### src/rtl/issue_hazard_ctrl.sv
// rtl/issue_hazard_ctrl.sv - issue-stage scoreboard, in-flight limiter and flush sequencer
module issue_hazard_ctrl #(
  parameter int pRegNum      = 32,
  parameter int pMaxInFlight = 4,
  parameter int pFlushCycles = 2,
  localparam int cRegSelBitW = $clog2(pRegNum)
) (
  input  logic                   iClk,
  input  logic                   iRst,
  input  logic                   iDecDv,
  input  logic [cRegSelBitW-1:0] iRs1Addr,
  input  logic [cRegSelBitW-1:0] iRs2Addr,
  input  logic [cRegSelBitW-1:0] iRdAddr,
  input  logic                   iUseRs1,
  input  logic                   iUseRs2,
  input  logic                   iWriteRd,
  input  logic                   iFlushReq,
  input  logic                   iWbDv,
  input  logic [cRegSelBitW-1:0] iWbAddr,
  output logic                   oStall,
  output logic                   oIssueDv,
  output logic                   oFlush,
  output logic [pRegNum-1:0]     oBusyMask,
  output logic [3:0]             oInFlight
);

  typedef enum logic {RUN, FLUSH} state_t;

  localparam logic [3:0] cMaxCnt   = 4'(pMaxInFlight);
  localparam logic [2:0] cFlushLd  = 3'(pFlushCycles - 1);

  state_t           state, stateNext;
  logic [2:0]       flushCnt, flushCntNext;
  logic [pRegNum-1:0] effBusy, busyNext;
  logic             haz, full, issue, setEn, clrEn;
  logic [3:0]       inFlightNext;

  // Same-cycle writeback makes the released register visible as free already
  always_comb begin
    effBusy = oBusyMask;
    if (iWbDv) effBusy[iWbAddr] = 1'b0;
  end

  assign haz   = (iUseRs1 & effBusy[iRs1Addr]) | (iUseRs2 & effBusy[iRs2Addr]) |
                 (iWriteRd & effBusy[iRdAddr]);
  assign full  = iWriteRd & (iRdAddr != '0) & (oInFlight == cMaxCnt) & ~iWbDv;
  assign oStall = (state == RUN) & iDecDv & (haz | full);
  assign issue = (state == RUN) & iDecDv & ~oStall & ~iFlushReq;
  assign setEn = issue & iWriteRd & (iRdAddr != '0);
  assign clrEn = iWbDv & (iWbAddr != '0) & oBusyMask[iWbAddr];

  always_comb begin
    stateNext    = state;
    flushCntNext = flushCnt;
    if (iFlushReq) begin
      stateNext    = FLUSH;
      flushCntNext = cFlushLd;
    end else if (state == FLUSH) begin
      if (flushCnt == 3'd0) stateNext = RUN;
      else flushCntNext = flushCnt - 3'd1;
    end
  end

  // Clear before set so a same-register set/clear leaves the bit busy
  always_comb begin
    busyNext     = oBusyMask;
    inFlightNext = oInFlight;
    if (clrEn) busyNext[iWbAddr] = 1'b0;
    if (setEn) busyNext[iRdAddr] = 1'b1;
    busyNext[0] = 1'b0;
    if (setEn && !clrEn && oInFlight != cMaxCnt) inFlightNext = oInFlight + 4'd1;
    else if (clrEn && !setEn && oInFlight != 4'd0) inFlightNext = oInFlight - 4'd1;
  end

  always_ff @(posedge iClk) begin
    if (iRst) begin
      state     <= RUN;
      flushCnt  <= 3'd0;
      oBusyMask <= '0;
      oInFlight <= 4'd0;
      oIssueDv  <= 1'b0;
      oFlush    <= 1'b0;
    end else begin
      state     <= stateNext;
      flushCnt  <= flushCntNext;
      oBusyMask <= busyNext;
      oInFlight <= inFlightNext;
      oIssueDv  <= issue;
      oFlush    <= iFlushReq;
    end
  end

endmodule

### config.mk
export PLATFORM = sky130hd
export DESIGN_NAME = issue_hazard_ctrl
export DESIGN_NICKNAME = d
export VERILOG_FILES = /design/src/rtl/issue_hazard_ctrl.sv
export SDC_FILE = /design/constraint.sdc
export NUM_CORES = 1
export LEC_CHECK = 0
export CAP_MARGIN = 20
export CORE_ASPECT_RATIO = 1.1
export CORE_MARGIN = 2
export CORE_UTILIZATION = 30
export CTS_CLUSTER_SIZE = 28
export DETAILED_ROUTE_END_ITERATION = 16
export GPL_TIMING_DRIVEN = 0
export PLACE_DENSITY = 0.48
export SKIP_LAST_GASP = 1
export SYNTH_ARGS = -nofsm -noshare
export SYNTH_HDL_FRONTEND = slang
export SYNTH_SLANG_ARGS = --single-unit
### constraint.sdc
create_clock -name iClk -period 6.25 [get_ports iClk]
set_clock_uncertainty 0.05 [all_clocks]
set_input_delay 0.9375 -clock iClk [delete_from_list [all_inputs] [get_ports iClk]]
set_output_delay 0.9375 -clock iClk [all_outputs]
set_load 0.1 [all_outputs]
**Word level (Yosys, flattened, before mapping)**

Cells that the tools add are included.

- Register bits: 42
- Output and inout bits: 39
- Word-level logic and storage cells: 85

- Add/subtract/negate cells: 3
- Order comparisons: 6
- Eq/ne operators: 3
- Mux-type cells: 23
- Bitwise gates (word level): 25
- Reduce and logical (&&, ||, !) cells: 17

Operator list:

| cell | number |
|---|---|
| $mux 32 | 3 |
| $and 32x32->32 | 1 |
| $not 32->32 | 1 |
| $or 32x32->32 | 1 |
| $lt 5x6->1 const B | 4 |
| $bmux 1 s5 | 4 |
| $and 1x1->1 | 14 |
| $mux 1 | 12 |
| $demux 1 s5 | 2 |
| $ge 5x1->1 const B | 2 |
| $reduce_bool 5->1 | 2 |
| $mux 4 | 2 |
| $logic_and 1x1->1 | 6 |
| $not 1->1 | 5 |
| $add 4x1->4 const B | 1 |
| $eq 4x3->1 const B | 1 |
| $ne 4x3->1 const B | 1 |
| $reduce_and 2->1 | 2 |
| $reduce_bool 2->1 | 2 |
| $reduce_bool 4->1 | 1 |
| $sub 4x1->4 const B | 1 |
| $logic_not 3->1 | 1 |
| $or 1x1->1 | 3 |
| $sub 3x1->3 const B | 1 |
| 3 further kinds | 4 |

**Longest topological paths before layout**

Gate-level depths: netlist of the first run.

- Word-level depth: 24
- Gate-level depth with buffers: 17
- Gate-level depth less buffers: 15

**Worst setup path after synthesis of the first run**

OpenSTA, ideal clock, no wires.

- Path kind: input to register
- Start point: input port iWbAddr[1]
- End point: register oInFlight[3]
- Arrival: 4.871 ns
- Required time: 6.077 ns
- Setup slack: 1.206 ns
- Cell stages on the path: 16
- Path buffers: 3
- Cell sequence: clkbuf_1 > clkbuf_1 > buf_2 > mux2_2 > a22o_1 > mux4_2 > o211ai_1 > inv_1 > nor3_1 > nand2_1 > ha_1 > a21o_1 > a21o_1 > and3_1 > mux2i_1 > mux2_1

- Word-level cells in the longest chain between the ends: 23
- Elaborated cells on any way between the ends: 39

Ends and longest elaborated chain:

| item | RTL line | text |
|---|---|---|
| from (decl) | 19 | `input logic [cRegSelBitW-1:0] iWbAddr,` |
| $lt 5x6->1 (implied by the code) / $ge 5x1->1 (equally long branches) | 41 | `if (iWbDv) effBusy[iWbAddr] = 1'b0;` |
| $logic_and 1x1->1 (implied by the code) | 41 |  |
| $mux 1 (implied by the code) | 41 |  |
| $demux 1 s5 | 41 |  |
| $not 32->32 (no line) | n/a |  |
| $and 32x32->32 (no line) | n/a |  |
| $mux 32 | 41 |  |
| $bmux 1 s5 | 44 | `assign haz = (iUseRs1 & effBusy[iRs1Addr]) \| (iUseRs2 & effBusy[iRs2Addr]) \|` |
| [... 4 more ...] | n/a |  |
| $or 1x1->1 | 47 | `assign oStall = (state == RUN) & iDecDv & (haz \| full);` |
| $and 1x1->1 | 47 |  |
| $not 1->1 | 48 | `assign issue = (state == RUN) & iDecDv & ~oStall & ~iFlushReq;` |
| $and 1x1->1 (2 in series) | 48 |  |
| $and 1x1->1 (2 in series) | 49 | `assign setEn = issue & iWriteRd & (iRdAddr != '0);` |
| $logic_not 1->1 | 72 | `else if (clrEn && !setEn && oInFlight != 4'd0) inFlightNext = oInFlight - 4'd1;` |
| $logic_and 1x1->1 (2 in series) | 72 |  |
| $reduce_bool 2->1 (no line) | n/a |  |
| to (signal assigned) | 87 | `oInFlight <= inFlightNext;` |
| to (decl) | 24 | `output logic [3:0] oInFlight` |

Parallel ways exist; a longest one is shown, timed or not. The select of a mux whose other input is x is not followed.
A chain may end at the register's enable or synchronous reset.

**Final worst setup path of the first run**

- Start point: input port iWbAddr[1]
- End point: output port oStall

- Word-level cells in the longest chain between the ends: 14
- Elaborated cells on any way between the ends: 21

Ends and longest elaborated chain:

| item | RTL line | text |
|---|---|---|
| $lt 5x6->1 (implied by the code) / $ge 5x1->1 (equally long branches) | 41 |  |
| $logic_and 1x1->1 (implied by the code) | 41 |  |
| $mux 1 (implied by the code) | 41 |  |
| $demux 1 s5 * | 41 |  |
| $not 32->32 (no line) * | n/a |  |
| $and 32x32->32 (no line) * | n/a |  |
| $mux 32 * | 41 |  |
| $bmux 1 s5 | 44 |  |
| $mux 1 (implied by the code) | 44 |  |
| $and 1x1->1 | 44 |  |
| $or 1x1->1 | 44 |  |
| $or 1x1->1 * | 44 |  |
| $or 1x1->1 * | 47 |  |
| $and 1x1->1 * | 47 |  |
| to (decl) | 20 | `output logic oStall,` |

Every way passes the cells marked *; elsewhere a longest branch is shown, timed or not. The select of a mux whose other input is x is not followed.

==> results.ini, run 1 <==
[timing]
setup_viol_count_final = 0
maxSlewHeadroom_pct = 34.8
rsz0062_at_grt = false
fmax_mhz = 166
tightestPinTransition_ps = 975
fin_crit_sh_pct = 96.4
min_period_ps = 6020
hold_ws_ps = 464
hold_violations = 0
slew_violations = 0
setup_tns_ps = 0

[route]
viasPerCell = 6.23
wl_per_cell_um = 22.9
drtAntennaViolNets = 0
vias = 4360
drc = 0
drt_iter0_drc = 358
drtPass1Iterations = 5
drt_wl_total_um = 16000

[grt]
grt_pass1_vias = 4134
grt_max_degree = 14
grt_pass1_wl_um = 24100
grt.total_usage_pct = 23.0
grt_util_met1_pct = 28.8
grt_busiest_layer = met2
antenna_found_initial = 0
gr-usage-met3_pct = 3.10
grt_util_met2_pct = 40.0
overflow = 0

[floorplanning]
die-height_um = 121
rows = 42
core_area_um2 = 12100
die_w_um = 111
die_area_um2 = 13400
ios = 67
initial_utilization_pct = 30.9

[critical_path]
slowest_delay_ps = 580
reg2reg_depth = 14
cp_cell_sequence = clkdlybuf4s50_1 -> clkbuf_1 -> nand2b_1 -> clkbuf_1 -> o21ai_0 -> a22oi_1 -> nand4_1 -> nor4_1 -> a311o_1 -> nor3_1 -> nor2_1 -> clkbuf_2
crit_top_cell = clkbuf_1
r2r_start = oBusyMask[13]
r2r_end = oInFlight[3]
worstSetupEndpoint = oStall
r2r_slack_ps = 2370
required_ps = 5260
arrival_ps = 5030
cp-startpoint = iWbAddr[1]
slowest_stage = clkbuf_1
crit_type = in2out
cp-end-kind = primary output
cp.depth = 12
path_max_fanout = 10
cpLargestDelayFamily = buffers and inverters
cp.buffers_inverters = 4
crit_path_start_kind = input pin

[power_and_ir_drop]
power_w = 0.000788
p_int_w = 0.000496
netSwitchingFraction_pct = 37.0
power_per_cell_area_nw_per_um2 = 168
p_clk_share_pct = 32.6
power.switching_w = 0.000292
combPwrFrac_pct = 32.0
vdd_ir_drop_max_mv = 0.169
seq_power_share_pct = 35.3
p_leak_nw = 1.56

[yosys]
yosysSeqAreaShare_pct = 21.9
synth_adder_area_share_pct = 1.87
avgSynthCellArea_um2 = 7.85
synth.area.top_cells = dfxtp_1 (22%), mux4_2 (6.6%), a21oi_1 (5.9%)
ys_async_sr_fraction_pct = 0
syn-num-nets = 511
synth_enable_flop_cells = 0
synth_top_cell_by_area = dfxtp_1
synth_simple_gate_area_share_pct = 27.1
synth-main-ff-cell = dfxtp_1
synth_top_area_share_pct = 21.9
synth-seq-cells = 41
synthXorXnorAreaFrac_pct = 2.07
synth_area_um2 = 3750
synth_top_family_by_area = simple AND/OR/NAND/NOR gates
ys_types = 65
synthCells = 478
ys_warn_count = 0
synth_compound_gate_area_share_pct = 25.5
synth_mux_area_share_pct = 14.9

[cts]
clock-sinks = 41
clk_latency_ps = 290
clk_path_buf_depth = 2
cts_tree = yes
numCtsBuffers = 5
holdBufCountCts = 0
path_clk_slew_ps = 60
h-tree-depth = 2
clockRootBuffer = clkbuf_16

[flow_run]
cap_violations = 0

[layout]
n_antenna_cell = 0
fin_nets = 578
layout-drive-gt1-share_pct = 8.42
syn2layout_area_growth_pct = 24.7

[worst_hold_path]
hp-class = reg2reg

[run_status]
status = completed

[placed_design]
io_buffers = 58
place_congestion = 0.946
dpl.hpwl_um = 12000

-- per-layer routing --
layer | vias up | wire length, um | part of all wire, %
met4 | 0 | 520 | 3.2
met3 | 44 | 1100 | 6.9
li1 | 1975 | - | -
met1 | 2119 | 6650 | 42
met5 | - | 0 | 0
met2 | 222 | 7730 | 48
-- cells in the final DEF, fill, tap and decap left out, drive strengths merged, types with 4 or more instances in the layout --
master         netlist  layout
a211oi               9       9
a21o                 4       4
a21oi               44      44
a31oi                8       8
and3                 4       4
buf                 15      17
clkbuf              27      33
clkdlybuf4s50        0      57
dfxtp               41      41
ha                   4       4
inv                 15      15
mux2                10      10
mux2i               20      20
mux4                11      11
nand2               16      16
nand2b              12      12
nand3               11      11
nand3b               4       4
nand4                7       7
nand4b               5       5
nor2                24      24
nor2b                8       8
nor3                15      15
nor4                 6       6
nor4b                4       4
o2111ai              7       7
o211ai               8       8
o21ai               45      45
o22ai                4       4
or2                  5       5
or3                 23      23
or4                 11      11
xnor2                6       6
-- cell usage after synthesis (12+ instances only) --
library cell / count
nor2_1: 24
nand2b_1: 12
or3_1: 23
o21ai_0: 42
inv_1: 15
mux2i_1: 20
clkbuf_1: 27
dfxtp_1: 41
nand2_1: 16
a21oi_1: 44
nor3_1: 15
-- state kept, by name, indices dropped and copies added (netlist names) --
| signal | count |
|---|---|
| flushCnt | 3 |
| oFlush | 1 |
| state | 1 |
| oBusyMask | 31 |
| oIssueDv | 1 |
| oInFlight | 4 |
-- cell type report --
cell class / count / area [um^2]
inverter: 15 / 56.3
tap: 154 / 193
fill: 1305 / 7460
clock inverter: 3 / 17.5
clock buffer: 5 / 125
multi-input combinational: 380 / 2690
sequential: 41 / 821
buffer: 42 / 189
timing repair buffer: 60 / 591
-- how the worst min path moves through the flow --
stage                           start           to  slack, ps  depth (start not counted)
after CTS                 flushCnt[1]  flushCnt[1]        470                          2
final                     flushCnt[1]  flushCnt[1]        460                          2
after global routing      flushCnt[1]  flushCnt[1]        520                          2
after global placement    flushCnt[1]  flushCnt[1]        460                          2
after floorplan           flushCnt[1]  flushCnt[1]        440                          2
after detailed placement  flushCnt[1]  flushCnt[1]        460                          2
-- power by group through the flow --
stage                     Combinational, W  Clock, W  Sequential (W)
final                             0.000252  0.000257        0.000279
after global placement            0.000248         0        0.000284
after floorplan                   0.000132         0        0.000323
after global routing              0.000269  0.000266        0.000280
after detailed placement          0.000248         0        0.000284
after CTS                         0.000250  0.000260        0.000278
-- worst reg2reg max path: cells and delay by family, from the launching register on --
kind / cells / cell delay (ps)
simple gates: 4 / 1070
compound gates: 6 / 1330
fa+ha+maj: 1 / 300
flops: 1 / 370
mux: 3 / 650
-- repair_timing --
| item | CTS | global route |
|---|---|---|
| setup buffers | 2 | 0 |
| gates resized for setup | 1 | 2 |
| pin swaps | 1 | 0 |
| endpoints found under the setup margin | 2 | 1 |
| endpoints found under the hold margin | 0 | 0 |
-- cells by family after synthesis --
family                     Yosys count
xor gates and xnor gates             8
DFF                                 41
and+or+nand+nor                    170
buffers and inverters               57
AOI/OAI and AO/OA                  155
adders and majority gates            5
muxes                               41
other                                1
-- metrics by stage --
stage | util (%) | instance area (um^2) | worst slack, ps | std cells
final | 38.5 | 4680 | 228 | 700
after global routing | 38.5 | 4680 | 152 | 700
after CTS | 38.6 | 4680 | -40.2 | 700
after detailed placement | 37.3 | 4530 | -406 | 690
after global placement | 37.3 | 4530 | -446 | 690
after floorplan | - | 3750 | 1210 | 478
Note: power is estimated with default switching activity, not from simulation.
==> run 2, diff against run 1 <==
Settings changed: CAP_MARGIN 20 to not set, PLACE_DENSITY 0.48 to 0.5.
Clock period 6.25 ns to 4.9 ns, I/O delays scaled along.
==> run 2 against run 1 <==
Critical path depth grew 5. Core utilization grew 0.63 points. Count of clock-buffer cells in the layout unchanged. Power grew 28%. Global-route usage shrank 0.38 points. Register-to-register slack worse by 1200 ps. First-iteration DRC count grew 7.8%. Setup slack worse by 200 ps. Sequential power is 27% higher. Via count is 3.0% lower. Die area unchanged. Hold slack gained 8.1 ps. Critical endpoint is now oInFlight[3]. Highest routed layer unchanged.
==> results.ini, run 2 (synthesis gave the netlist of run 1 again) <==
[critical_path]
reg2reg_depth = 14
slowest_delay_ps = 520
crit_top_cell = a21o_1
arrival_ps = 5000
crit_path_start_kind = input pin
cp-end-kind = flop
path_max_fanout = 10
crit_type = in2reg
cp_cell_sequence = clkdlybuf4s50_1 -> buf_4 -> or2_1 -> clkbuf_1 -> o21ai_1 -> a221oi_1 -> nand4_1 -> nor4_1 -> a311o_2 -> nor3_4 -> nand2_2 -> ha_1 -> a21o_1 -> a21o_1 -> and3_1 -> mux2i_1 -> mux2_1
slowest_stage = clkdlybuf4s50_1
required_ps = 5030

[worst_hold_path]
hp-class = reg2reg
hold_depth = 2

[route]
vias = 4229
drt_wl_total_um = 15400
drc = 0
viasPerCell = 6.02
wl_per_cell_um = 21.9
drtPass1Iterations = 5
drtAntennaViolNets = 0
drt_iter0_drc = 386

[layout]
final_cell_mix = clkdlybuf4s50_1 (57), a21oi_1 (44), dfxtp_1 (41)
largest_reg_flops = 31
fin_nets = 581
regMostFlops = oBusyMask
syn2layout_area_growth_pct = 26.7
final_area_um2 = 4750
final_common_cell = clkdlybuf4s50_1
final_util_pct = 39.2
layout-drive-gt1-share_pct = 10.6
reg.largest.list = oBusyMask: 31 flops, oInFlight: 4 flops, flushCnt: 3 flops
n_antenna_cell = 0

[timing]
fin_crit_sh_pct = 99.5
setup_viol_count_final = 0
hold_violations = 0
tightestPinTransition_ps = 979
maxSlewHeadroom_pct = 34.5
hold_ws_ps = 472
slew_violations = 0
min_period_ps = 4870
rsz0062_at_grt = false
fmax_mhz = 205

[grt]
antenna_found_initial = 0
grt_pass1_wl_um = 23900
grt.total_usage_pct = 22.6
grt_pass1_vias = 4160
overflow = 0
grt_max_degree = 14

[cts]
cts_tree = yes
clk_path_buf_depth = 2
clockRootBuffer = clkbuf_16
clk_latency_ps = 290
numCtsBuffers = 5
clock-sinks = 41
holdBufCountCts = 0
path_clk_slew_ps = 60
h-tree-depth = 2

[placed_design]
io_buffers = 58
dpl.hpwl_um = 11600
place_congestion = 0.953
place_area_um2 = 4530

[run_status]
status = completed

[flow_run]
cap_violations = 0

[power_and_ir_drop]
power_per_cell_area_nw_per_um2 = 212
power_w = 0.00101
p_leak_nw = 1.59
vdd_ir_drop_max_mv = 0.256

[floorplanning]
die_w_um = 111
ios = 67
die_area_um2 = 13400
core_area_um2 = 12100
initial_utilization_pct = 30.9
rows = 42
die-height_um = 121

-- run 2: path summary, 6_finish.rpt --
path	from	to	slack [ps]
max	iWbAddr[1]	oInFlight[3]	30
min	flushCnt[1]	flushCnt[1]	470
max reg2reg	oBusyMask[30]	oInFlight[3]	1170
min reg2reg	flushCnt[1]	flushCnt[1]	470
-- run 2: where the power goes --
| part | internal [W] | leakage [nW] | total [W] | switching (W) |
|---|---|---|---|---|
| Combinational | 0.000108 | 1.19 | 0.000326 | 0.000218 |
| Sequential | 0.000342 | 0.332 | 0.000355 | 0.0000131 |
| Clock | 0.000187 | 0.0696 | 0.000327 | 0.000140 |
-- run 2: cell type report --
| cell class | count | area (um^2) |
|---|---|---|
| fillers | 1288 | 7380 |
| well taps | 154 | 193 |
| repair buffers | 63 | 616 |
| flip-flops and latches | 41 | 821 |
| multi-input cells | 380 | 2720 |
| plain buffers | 42 | 208 |
| clock inverters | 3 | 17.5 |
| clock buffers | 5 | 125 |
| inverters | 15 | 56.3 |
-- run 2: what timing repair did --
action / in CTS / in global routing
buffers inserted: 2 / 3
setup endpoints to repair: 4 / 4
gates resized for setup: 15 / 12
pin swaps: 1 / 3
gates cloned: 0 / 0
-- run 2: critical path, delay by kind of cell --
| family | cells | cell delay, ps |
|---|---|---|
| AO/OA/AOI/OAI | 5 | 1320 |
| adder cells (fa/ha/maj) | 1 | 230 |
| buffers and inverters | 3 | 1110 |
| AND/OR/NAND/NOR | 6 | 1110 |
| multiplexers | 2 | 490 |
-- run 2: stage by stage --
stage	setup WS (ps)	setup TNS, ps	instances
finish	26.6	0	703
global route	1.62	0	703
CTS	5.13	0	700
detailed placement	-1500	-6900	690
global placement	-1470	-7150	690
floorplan	58.6	0	478
-- run 2: metal layers --
layer / track usage (%) / share of wire [%] / vias up
li1: - / - / 1997
met1: 29.2 / 41 / 2026
met2: 40.0 / 49 / 180
met3: 2.30 / 7.0 / 26
met4: 6.48 / 2.6 / 0
met5: 0 / 0 / -
==> run 3, diff against run 2 <==
Settings changed: CORE_MARGIN 2 to 1.5, SKIP_CTS_REPAIR_TIMING set to 1.
==> run 3 against run 2 <==
Die area fell by 1.7%. Critical path depth rose by 1. First-iteration DRC count fell by 1.3%. Power rose by 0.15%. Final area rose by 0.61%. Largest cell class unchanged.
==> results.ini, run 3 (synthesis gave the netlist of run 1 again) <==
[layout]
n_antenna_cell = 0
seq_area_um2 = 821
syn2layout_area_growth_pct = 27.5
largest_reg_flops = 31
final_util_pct = 39.4
final_cell_mix = clkdlybuf4s50_1 (57), a21oi_1 (44), dfxtp_1 (41)
fillers = 1297
final_cells = 703
multi_input_area_um2 = 2740
reg.largest.list = oBusyMask: 31 flops, oInFlight: 4 flops, flushCnt: 3 flops
final_common_cell = clkdlybuf4s50_1
regMostFlops = oBusyMask
fin_nets = 581
layout-drive-gt1-share_pct = 11.1

[critical_path]
arrival_ps = 4820
r2r_start = oBusyMask[31]
crit_path_start_kind = input pin
r2r_end = oInFlight[3]
cp-end-kind = flop
reg2reg_depth = 14
crit_type = in2reg
required_ps = 5030
path_max_fanout = 10
r2r_slack_ps = 1190

[cts]
h-tree-depth = 2
clockRootBuffer = clkbuf_16
numCtsBuffers = 5
clk_latency_ps = 290
clock-sinks = 41
cts_tree = yes
clk_path_buf_depth = 2
path_clk_slew_ps = 60

[floorplanning]
rows = 42
die-height_um = 120
initial_utilization_pct = 30.9
die_w_um = 110
core_area_um2 = 12100
ios = 67
die_area_um2 = 13200

[grt]
grt.total_usage_pct = 23.6
grt_max_degree = 14
overflow = 0
antenna_found_initial = 0
grt_pass1_wl_um = 23600
grt_pass1_vias = 4096

[timing]
setup_tns_ps = 0
slew_violations = 0
maxSlewHeadroom_pct = 34.5
fin_crit_sh_pct = 95.7
hold_violations = 0
min_period_ps = 4690
fmax_mhz = 213
rsz0062_at_grt = false
tightestPinTransition_ps = 980
setup_viol_count_final = 0

[placed_design]
dp_cells = 690
place_congestion = 0.989
io_buffers = 58
dpl.hpwl_um = 11500

[power_and_ir_drop]
combPwrFrac_pct = 32.4
power.switching_w = 0.000371
netSwitchingFraction_pct = 36.7
seq_power_share_pct = 35.2
p_int_w = 0.000639
p_clk_share_pct = 32.4
p_leak_nw = 1.60
power_per_cell_area_nw_per_um2 = 211
vdd_ir_drop_max_mv = 0.148

[route]
drt_iter0_drc = 381
met1_length_um = 6470
vias = 4262
met2_length_um = 7480
wl_per_cell_um = 22.0
viasPerCell = 6.06
drc = 0
top_layer = met4
met3_length_um = 1070
drtAntennaViolNets = 0
drtPass1Iterations = 5
drt_wl_total_um = 15500

[worst_hold_path]
worstHoldStart = flushCnt[1]
hold_depth = 2
min_to = flushCnt[1]
hp-class = reg2reg

[flow_run]
cap_violations = 0

[run_status]
status = completed

run 3: final cells by class:
| type | count | area share [%] |
|---|---|---|
| Timing Repair Buffer | 64 | 13.0 |
| Multi-Input combinational cell | 380 | 57.2 |
| Clock buffer | 5 | 2.62 |
| Sequential cell | 41 | 17.2 |
| Tap cell | 154 | 4.03 |
| Buffer | 41 | 4.45 |
| Clock inverter | 3 | 0.366 |
| Inverter | 15 | 1.18 |
run 3: how the worst max path moves through the flow:
stage	from	to	depth (start not counted)
6_report	iWbAddr[1]	oInFlight[3]	18
5_1_grt	iWbAddr[1]	oInFlight[3]	18
4_1_cts	iWbAddr[1]	oInFlight[3]	17
3_5_place_dp	iWbAddr[1]	oInFlight[3]	17
3_3_place_gp	iWbAddr[1]	oInFlight[3]	17
2_1_floorplan	iWbAddr[1]	oInFlight[3]	16
run 3: metal layers:
metal  global-route usage, %  vias up
met2                    39.1      199
met1                    30.9     2047
met3                    3.34       34
li1                        -     1982
met5                       0        -
met4                    8.69        0
run 3: worst max-delay path: stages:
cell and delay, ps:
clkdlybuf4s50_1 520, buf_6 160, buf_6 160, buf_6 170, mux2_2 340, a22o_1 200
mux4_2 450, o211ai_1 180, buf_4 180, inv_1 120, nor3_2 150, nand2_1 140
ha_1 300, a21o_1 180, a21o_1 180, and3_1 170, mux2i_1 150, mux2_1 330
run 3: stage by stage:
stage / power, W / cell area (um^2) / setup WS, ps / hold slack [ps]
after global routing: 0.00105 / 4780 / 18.1 / 518
after detailed placement: 0.000676 / 4530 / -1460 / 464
final: 0.00101 / 4780 / 209 / 474
after floorplan: 0.000580 / 3750 / 58.6 / 440
after global placement: 0.000676 / 4530 / -1480 / 462
after CTS: 0.00100 / 4670 / -1160 / 477
run 3: power by group through the flow:
stage	clock (W)	sequential, W	combinational (W)
after floorplan	0	0.000411	0.000168
after global placement	0	0.000363	0.000313
after detailed placement	0	0.000363	0.000314
after CTS	0.000333	0.000355	0.000315
after global routing	0.000344	0.000357	0.000353
final	0.000327	0.000355	0.000327
